$ cat src/rtl/bcd_counter_n.sv
// Cascadable up/down BCD counter of NUM_DIGITS decimal digits with parallel load and wrap or saturate.
// Define BCD_LOAD_CHECK_EN to reject loads containing non-BCD nibbles and report them on load_err.
module bcd_counter_n #(
   parameter int NUM_DIGITS = 4,
   parameter int SATURATE   = 0
) (
   input  logic                    sys_clk,
   input  logic                    sys_reset_n,
   input  logic                    tick_in,
   input  logic                    up_down,
   input  logic                    load,
   input  logic [4*NUM_DIGITS-1:0] load_value,
   output logic [4*NUM_DIGITS-1:0] count,
   output logic                    tick_out,
   output logic                    at_max,
   output logic                    at_zero,
   output logic                    load_err
);

   localparam int W   = 4 * NUM_DIGITS;
   localparam bit SAT = (SATURATE != 0);

   logic [W-1:0] count_q;
   logic [W-1:0] next_up;
   logic [W-1:0] next_down;
   logic         load_accept;

   // Non-BCD digits recover on any tick: up forces 0 and passes a carry, down forces 9 with no borrow.
   always_comb begin
      logic [3:0] d;
      logic       up_c;
      logic       dn_c;
      next_up   = '0;
      next_down = '0;
      at_max    = 1'b1;
      at_zero   = 1'b1;
      up_c      = 1'b1;
      dn_c      = 1'b1;
      for (int k = 0; k < NUM_DIGITS; k++) begin
         d       = count_q[4*k +: 4];
         at_max  = at_max  & (d == 4'd9);
         at_zero = at_zero & (d == 4'd0);

         if (d > 4'd9) begin
            next_up[4*k +: 4] = 4'd0;
            up_c              = 1'b1;
         end else if (up_c) begin
            if (d == 4'd9) begin
               next_up[4*k +: 4] = 4'd0;
               up_c              = 1'b1;
            end else begin
               next_up[4*k +: 4] = d + 4'd1;
               up_c              = 1'b0;
            end
         end else begin
            next_up[4*k +: 4] = d;
         end

         if (d > 4'd9) begin
            next_down[4*k +: 4] = 4'd9;
            dn_c                = 1'b0;
         end else if (dn_c) begin
            if (d == 4'd0) begin
               next_down[4*k +: 4] = 4'd9;
               dn_c                = 1'b1;
            end else begin
               next_down[4*k +: 4] = d - 4'd1;
               dn_c                = 1'b0;
            end
         end else begin
            next_down[4*k +: 4] = d;
         end
      end
   end

   // Carry/borrow out ignores SATURATE so a higher-order stage sees the boundary crossing either way.
   assign tick_out = tick_in & ~load & ((up_down & at_max) | (~up_down & at_zero));
   assign count    = count_q;

`ifdef BCD_LOAD_CHECK_EN
   logic load_bad;
   logic load_err_q;

   always_comb begin
      load_bad = 1'b0;
      for (int k = 0; k < NUM_DIGITS; k++) begin
         load_bad = load_bad | (load_value[4*k +: 4] > 4'd9);
      end
   end

   assign load_accept = ~load_bad;

   always_ff @(posedge sys_clk or negedge sys_reset_n) begin
      if (!sys_reset_n) begin
         load_err_q <= 1'b0;
      end else begin
         load_err_q <= load & load_bad;
      end
   end

   assign load_err = load_err_q;
`else
   assign load_accept = 1'b1;
   assign load_err    = 1'b0;
`endif

   always_ff @(posedge sys_clk or negedge sys_reset_n) begin
      if (!sys_reset_n) begin
         count_q <= '0;
      end else if (load) begin
         if (load_accept) begin
            count_q <= load_value;
         end
      end else if (tick_in) begin
         if (up_down) begin
            if (!(SAT && at_max)) begin
               count_q <= next_up;
            end
         end else begin
            if (!(SAT && at_zero)) begin
               count_q <= next_down;
            end
         end
      end
   end

endmodule

$ cat config.mk
export PLATFORM = sky130hd
export DESIGN_NAME = bcd_counter_n
export DESIGN_NICKNAME = d
export VERILOG_FILES = /design/src/rtl/bcd_counter_n.sv
export SDC_FILE = /design/constraint.sdc
export NUM_CORES = 1
export LEC_CHECK = 0
export CAP_MARGIN = 20
export CORE_MARGIN = 2
export CORE_UTILIZATION = 35
export CTS_BUF_LIST = sky130_fd_sc_hd__clkbuf_8
export CTS_CLUSTER_DIAMETER = 200
export CTS_CLUSTER_SIZE = 40
export DETAILED_ROUTE_END_ITERATION = 8
export GPL_TIMING_DRIVEN = 0
export HOLD_SLACK_MARGIN = 0.1
export PLACE_DENSITY = 0.6
export SLEW_MARGIN = 0
export SYNTH_ARGS = -nofsm -noshare
export SYNTH_HDL_FRONTEND = slang
export SYNTH_SLANG_ARGS = --single-unit
$ cat constraint.sdc
create_clock -name sys_clk -period 2.4 [get_ports sys_clk]
set_input_delay 0.24 -clock sys_clk [delete_from_list [all_inputs] [get_ports sys_clk]]
set_output_delay 0.24 -clock sys_clk [all_outputs]
set_load 0.02 [all_outputs]
==> summary.md, run 1 <==
| Metric | Value |
|---|---|
| Seq cells post-synth | `16` |
| # IOs | `41` |
| CP endpoint kind | `primary output` |
| P&R area growth vs syn | `31.7%` |
| Antenna violations before repair | `0` |
| Final setup viols | `0` |
| Area leader, netlist | `dfrtp_1` |
| LEAKAGE | `~0.9 nW` |
| Finished Cell Area | `between 0.002 and 0.0025 mm2` |
| Clock latency on the worst-skew pair | `around 0.25 ns` |
| Status | `finished clean` |
| EDFF count, synth | `0` |
| Rel. slew slack | `48.0%` |
| Peak fanout along the critical path | `10` |
| Die Height | `72.3 um` |
| Final ANT Viol Nets | `0` |
| Post-DP HPWL | `between 3000 and 4000 um` |
| Worst-path clk slew | `0.07 ns` |
| Max-cap violations | `0` |
| WP data arrival | `2.08 ns` |
| GRT Total Usage | `between 10% and 20%` |
| Avg Cell Area, Syn | `8.24 um2` |
| Routed WL | `4350 um` |
| R2R setup slack | `0.41 ns` |
| Grt ovf | `0` |
| Initial DRC count | `174` |
| Mapped Cells | `198` |
| Tot Pwr | `0.00194 W` |
| WHS Path Cells | `3` |
| Die footprint | `0.00522 mm2` |
| Worst r2r src | `count[5]` |
| Num rows | `24` |
| Die width | `72.3 um` |
| Most frequent cells after synthesis | `20 x nand2_1, 18 x o21ai_0, 16 x dfrtp_1` |
| DR WL/cell | `15.0 um` |
| RSZ-0062 raised after global routing | `no` |
| DRC violations left | `0` |
| Req. time, crit path | `2.16 ns` |
| Dpl ws | `-0.0616 ns` |
| Dpl cell area | `0.00207 mm2` |
| Part of the Yosys area used for sequential elements | `24.5%` |
| Final min period | `2.32 ns` |
| CTS tree | `built` |
| Yosys top cell area share | `24.5%` |
| Core Area | `0.00441 mm2` |
| Setup CP Type | `reg2out` |
| Area contributors post-synth | `dfrtp_1 25%, o21ai_0 5.5%, a21oi_1 4.6%, nand2_1 4.6%, mux2_4 3.7%` |
| # clock sinks | `16` |
| Share of layout cells above drive strength 1 | `between 10% and 20%` |
| Number of global-route vias before repair | `1487` |
| Global-route wire length before repair | `7340 um` |
| Hold Fails Final Rpt | `0` |
| Hold slack final | `0.414 ns` |
| Port Buf Inserts | `36` |
| Period utilization | `~97%` |
| Antenna Cells | `0` |
| Synth Cell Area | `0.00163 mm2` |
| Least-Margin Pin Slew | `around 0.8 ns` |
| Final worst slack | `0.0800 ns` |
| Distinct cell type count after synthesis | `between 50 and 60` |
| Vias per cell | `5.50` |
| Starting Density | `37.0%` |
| 1st-pass router iterations | `4` |
| Most common cell in the netlist | `nand2_1` |
| Worst-case clock buffer depth | `2` |
| Routed via count | `1596` |
| Worst Skew | `0.00156 ns` |
| Max Freq | `0.431 GHz` |
| Largest net degree at the start of global routing | `17` |
| R2R Path End | `count[12]` |
| Worst vdd ir | `0.000556 V` |
| Syn Nets | `219` |
| Yosys warns | `0` |
| Htree depth | `1` |
| FF-to-FF path depth | `5` |
| Type of the worst min-delay path | `in2reg` |
| Root Buffer | `clkbuf_8` |
| Startpoint Class | `flop` |
| Final Max Slew Viols | `0` |
| GPL Wtd Cong | `0.844` |
| CTS Buf Count | `3` |
| Final nets | `around 260` |
| Power density over the cells | `905 mW/mm2` |
| FFs w/ async S/R, synth | `100%` |
| Primary FF master, synth | `dfrtp_1` |
| Hold Crit Start | `tick_in` |
| Post-CTS Hold Fix Bufs | `0` |
| Worst Hold End | `count[2]` |
| Max reg flops | `16` |
[area by class of cell]
| class | instances | area (um2) |
|---|---|---|
| buffer | 22 | 141 |
| clock buffer | 3 | 41.3 |
| fill | 445 | 2270 |
| inverter | 6 | 22.5 |
| multi-input combinational | 154 | 1110 |
| sequential | 16 | 400 |
| tap | 52 | 65.1 |
| timing repair buffer | 37 | 363 |
[critical path, cell delays in order, from the launching register on]
cell	delay (ns)
dfrtp_1	0.41
buf_6	0.16
or4_4	0.53
nor4_4	0.31
mux2i_1	0.12
nor3_2	0.13
buf_4	0.16
[worst max-delay path by stage]
stage / start / to / slack (ns) / cells past startpoint
final: count[5] / tick_out / 0.08 / 6
after global routing: count[5] / tick_out / 0.008 / 6
after CTS: count[5] / tick_out / 0.01 / 7
after detailed placement: count[9] / tick_out / -0.06 / 7
after global placement: count[5] / tick_out / -0.06 / 7
after floorplan: count[5] / tick_out / 0.08 / 5
[metal layers]
| layer | wire length, um | global-route usage, % | vias up |
|---|---|---|---|
| li1 | - | - | 813 |
| met1 | 2040 | 25.7 | 738 |
| met2 | 2060 | 27.8 | 41 |
| met3 | 204 | 1.39 | 4 |
| met4 | 51 | 4.61 | 0 |
| met5 | 0 | 0 | - |
[what timing repair did]
item	in CTS	in global routing
gates resized for setup	6	7
pin swaps	0	4
endpoints found under the hold margin	0	0
buffers inserted	0	1
endpoints found under the setup margin	3	1
[cells by family (layout without fill, tap and decap cells)]
group / count (synthesis) / in the layout / synth area share, %
muxes: 15 / 15 / 11.0
AOI/OAI and AO/OA: 65 / 65 / 26.6
xor gates and xnor gates: 6 / 6 / 3.22
other: 1 / 1 / 0.230
DFF: 16 / 16 / 24.5
buffers and inverters: 28 / 68 / 9.82
and+or+nand+nor: 67 / 67 / 24.6
[cell usage in the layout (no fill, tap or decap), types with 4 or more instances in the layout]
cell and count:
nor2_1 7, buf_2 8, o21ai_0 18, mux2_2 4
nor3_1 6, clkbuf_1 4, a21oi_1 15, clkdlybuf4s50_1 33
mux2i_1 4, buf_4 6, buf_6 4, xnor2_1 5
nand3_1 4, dfrtp_1 16, inv_1 6, o21ai_1 4
nand2_1 20, mux2_4 4
[power by group]
part / switching [W] / internal [W] / leakage (nW)
Combinational: 0.000646 / 0.000595 / 0.666
Sequential: 0.000128 / 0.000358 / 0.193
Clock: 0.000104 / 0.000112 / 0.0216
Total: 0.000878 / 0.00107 / 0.881
[per-stage QoR]
| stage | std cells | setup TNS [ns] | util [%] |
|---|---|---|---|
| after floorplan | 198 | 0 | - |
| after global placement | 286 | -0.0572 | 46.8 |
| after detailed placement | 286 | -0.0616 | 46.8 |
| after CTS | 289 | 0 | 47.9 |
| after global routing | 290 | 0 | 48.7 |
| final | 290 | 0 | 48.7 |
Note: power is estimated with default switching activity, not from simulation.
==> run 2, diff against run 1 <==
Settings changed: TNS_END_PERCENT set to 50.
==> results of run 2 <==
Final layout, timing and power as in run 1 (identical DEF).
==> run 3, diff against run 2 <==
Settings changed: CTS_BUF_LIST sky130_fd_sc_hd__clkbuf_8 to sky130_fd_sc_hd__clkbuf_4 sky130_fd_sc_hd__clkbuf_8 sky130_fd_sc_hd__clkbuf_16, SKIP_LAST_GASP set to 1.
==> summary.md, run 3 (same netlist as run 1, synthesis figures left out) <==
| Metric | Value |
|---|---|
| GR met2 Demand/Resource | `27.8% (unchanged)` |
| Most common cell after layout, fill and taps aside | `clkdlybuf4s50_1` |
| Routed WL | `4330 um (-0.48%)` |
| GPL Wtd Cong | `0.844 (unchanged)` |
| Post-DP HPWL | `3140 um (unchanged)` |
| CP endpoint kind | `primary output` |
| Die footprint | `0.00522 mm2 (unchanged)` |
| Max-cap violations | `0 (unchanged)` |
| DR WL/cell | `15.0 um (-0.14%)` |
| 1st-pass router iterations | `4 (unchanged)` |
| Peak fanout along the critical path | `10 (unchanged)` |
| Routed via count | `1602 (+0.38%)` |
| Worst path cell trace | `buf_4 -> nor4_4 -> nand4b_2 -> nor3_2 -> mux2i_1 -> nor3_2 -> dlygate4sd2_1` |
| Initial DRC count | `123 (-29%)` |
| Worst Skew | `0.00212 ns (+0.000565 ns)` |
| P&R area growth vs syn | `29.6%` |
| LEAKAGE | `0.858 nW (-2.5%)` |
| Hold slack final | `0.414 ns (+0.000627 ns)` |
| RSZ-0062 raised after global routing | `yes` |
| # IOs | `41 (unchanged)` |
| Startpoint Class | `flop` |
| Met3 usage | `1.39% (unchanged)` |
| Vias per cell | `5.54 (+0.72%)` |
| Final setup viols | `1 (+1)` |
| Share of layout cells above drive strength 1 | `16.9% (-1.2 points)` |
| Period utilization | `102% (+5.0 points)` |
| Worst-path clk slew | `0.07 ns (about the same)` |
| Req. time, crit path | `2.16 ns (about the same)` |
| Worst-case clock buffer depth | `2 (unchanged)` |
| Starting Density | `37.0% (unchanged)` |
| Num rows | `24 (unchanged)` |
| Utilization after layout | `47.9% (-0.77 points)` |
| Max reg flops | `16 (unchanged)` |
| Most frequent cells in the layout | `33 x clkdlybuf4s50_1, 20 x nand2_1, 18 x o21ai_0` |
| Htree depth | `1 (unchanged)` |
| Rel. slew slack | `48.0% (about the same)` |
| Final Max Slew Viols | `0 (unchanged)` |
| Crit-path leading delay family | `simple AND/OR/NAND/NOR gates` |
| CP Buf/Inv Count | `2 (unchanged)` |
| Grt ovf | `0 (unchanged)` |
| GR peak layer | `met2` |
| Antenna violations before repair | `0 (unchanged)` |
| Setup CP Type | `reg2out` |
| Slowest cell delay on critical path | `0.40 ns (-0.13 ns)` |
| Final ANT Viol Nets | `0 (unchanged)` |
| CTS tree | `built` |
| Power density over the cells | `902 mW/mm2 (-0.35%)` |
| Antenna Cells | `0 (unchanged)` |
| Worst vdd ir | `0.000550 V (-1.2%)` |
| Core Area | `0.00441 mm2 (unchanged)` |
| Post-CTS Hold Fix Bufs | `0 (unchanged)` |
| Clock latency on the worst-skew pair | `0.25 ns (about the same)` |
| Port Buf Inserts | `36 (unchanged)` |
| Final nets | `260 (-0.38%)` |
| Met1 GRT Util | `25.6% (-0.086 points)` |
| Dpl cell area | `0.00207 mm2 (unchanged)` |
| Die width | `72.3 um (unchanged)` |
| Final min period | `2.44 ns (+0.119 ns)` |
| Hold Fails Final Rpt | `0 (unchanged)` |
| Root Buffer | `clkbuf_8` |
| WP data arrival | `2.20 ns (+0.12 ns)` |
| Die Height | `72.3 um (unchanged)` |
| Largest net degree at the start of global routing | `17 (unchanged)` |
| Number of global-route vias before repair | `1493 (+0.40%)` |
| Failing checks | `setup timing` |
| GRT Total Usage | `17.5% (-0.029 points)` |
| Crit path top cell by count | `nor3_2` |
| Finished Cell Area | `0.00211 mm2 (-1.6%)` |
| # clock sinks | `16 (unchanged)` |
| Least-Margin Pin Slew | `0.778 ns (+0.000317 ns)` |
| CTS Buf Count | `3 (unchanged)` |
| Critical path's slowest cell | `dfrtp_1` |
| Type of the worst min-delay path | `in2reg` |
| Status | `finished, violations left` |
| Max Freq | `0.410 GHz (-4.9%)` |
| Global-route wire length before repair | `7340 um (unchanged)` |
| DRC violations left | `0 (unchanged)` |
| Final worst slack | `-0.0394 ns (-0.119 ns)` |
| Setup tns final | `-0.0394 ns (-0.0394 ns)` |
## run 3: worst min-delay path: cells and delay by family
kind | cells | cell delay [ns]
buffers and inverters | 1 | 0.16
AO/OA/AOI/OAI | 2 | 0.22
## run 3: area by class of cell
type / count / area [um2]
Buffer: 22 / 138
Clock buffer: 3 / 41.3
Fill cell: 439 / 2300
Inverter: 6 / 22.5
Multi-Input combinational cell: 154 / 1090
Sequential cell: 16 / 400
Tap cell: 52 / 65.1
Timing Repair Buffer: 36 / 360
## run 3: metal layers
layer	up-vias	share of wire, %
met3	4	4.7
met5	-	0
met2	45	47
met4	0	1.0
met1	739	47
li1	814	-
## run 3: power breakdown
part / switching, W / internal, W
clock network: 0.000103 / 0.000112
logic: 0.000630 / 0.000581
registers: 0.000122 / 0.000359
total: 0.000855 / 0.00105
## run 3: stage by stage
step           setup WS, ns  power (W)  cells
2_1_floorplan        0.0808    0.00132    198
3_3_place_gp        -0.0572    0.00168    286
3_5_place_dp        -0.0616    0.00168    286
4_1_cts              -0.108    0.00192    289
5_1_grt              -0.212    0.00207    289
6_report            -0.0394    0.00191    289
## run 3: final timing paths
kind                                  end  cells past startpoint  slack, ns         from
worst max-delay path             tick_out                      7      -0.04     count[5]
worst min-delay path             count[2]                      3       0.41      tick_in
worst max register to register  count[12]                      5       0.41     count[5]
worst min register to register   count[6]                      2       0.68     count[6]
max in group asynchronous        count[9]                      1       1.48  sys_reset_n
min in group asynchronous        count[0]                      1       0.44  sys_reset_n
## run 3: what timing repair did
action | in CTS | in global routing
resized for setup | 3 | 1
setup buffers | 0 | 0
setup endpoints to repair | 3 | 2
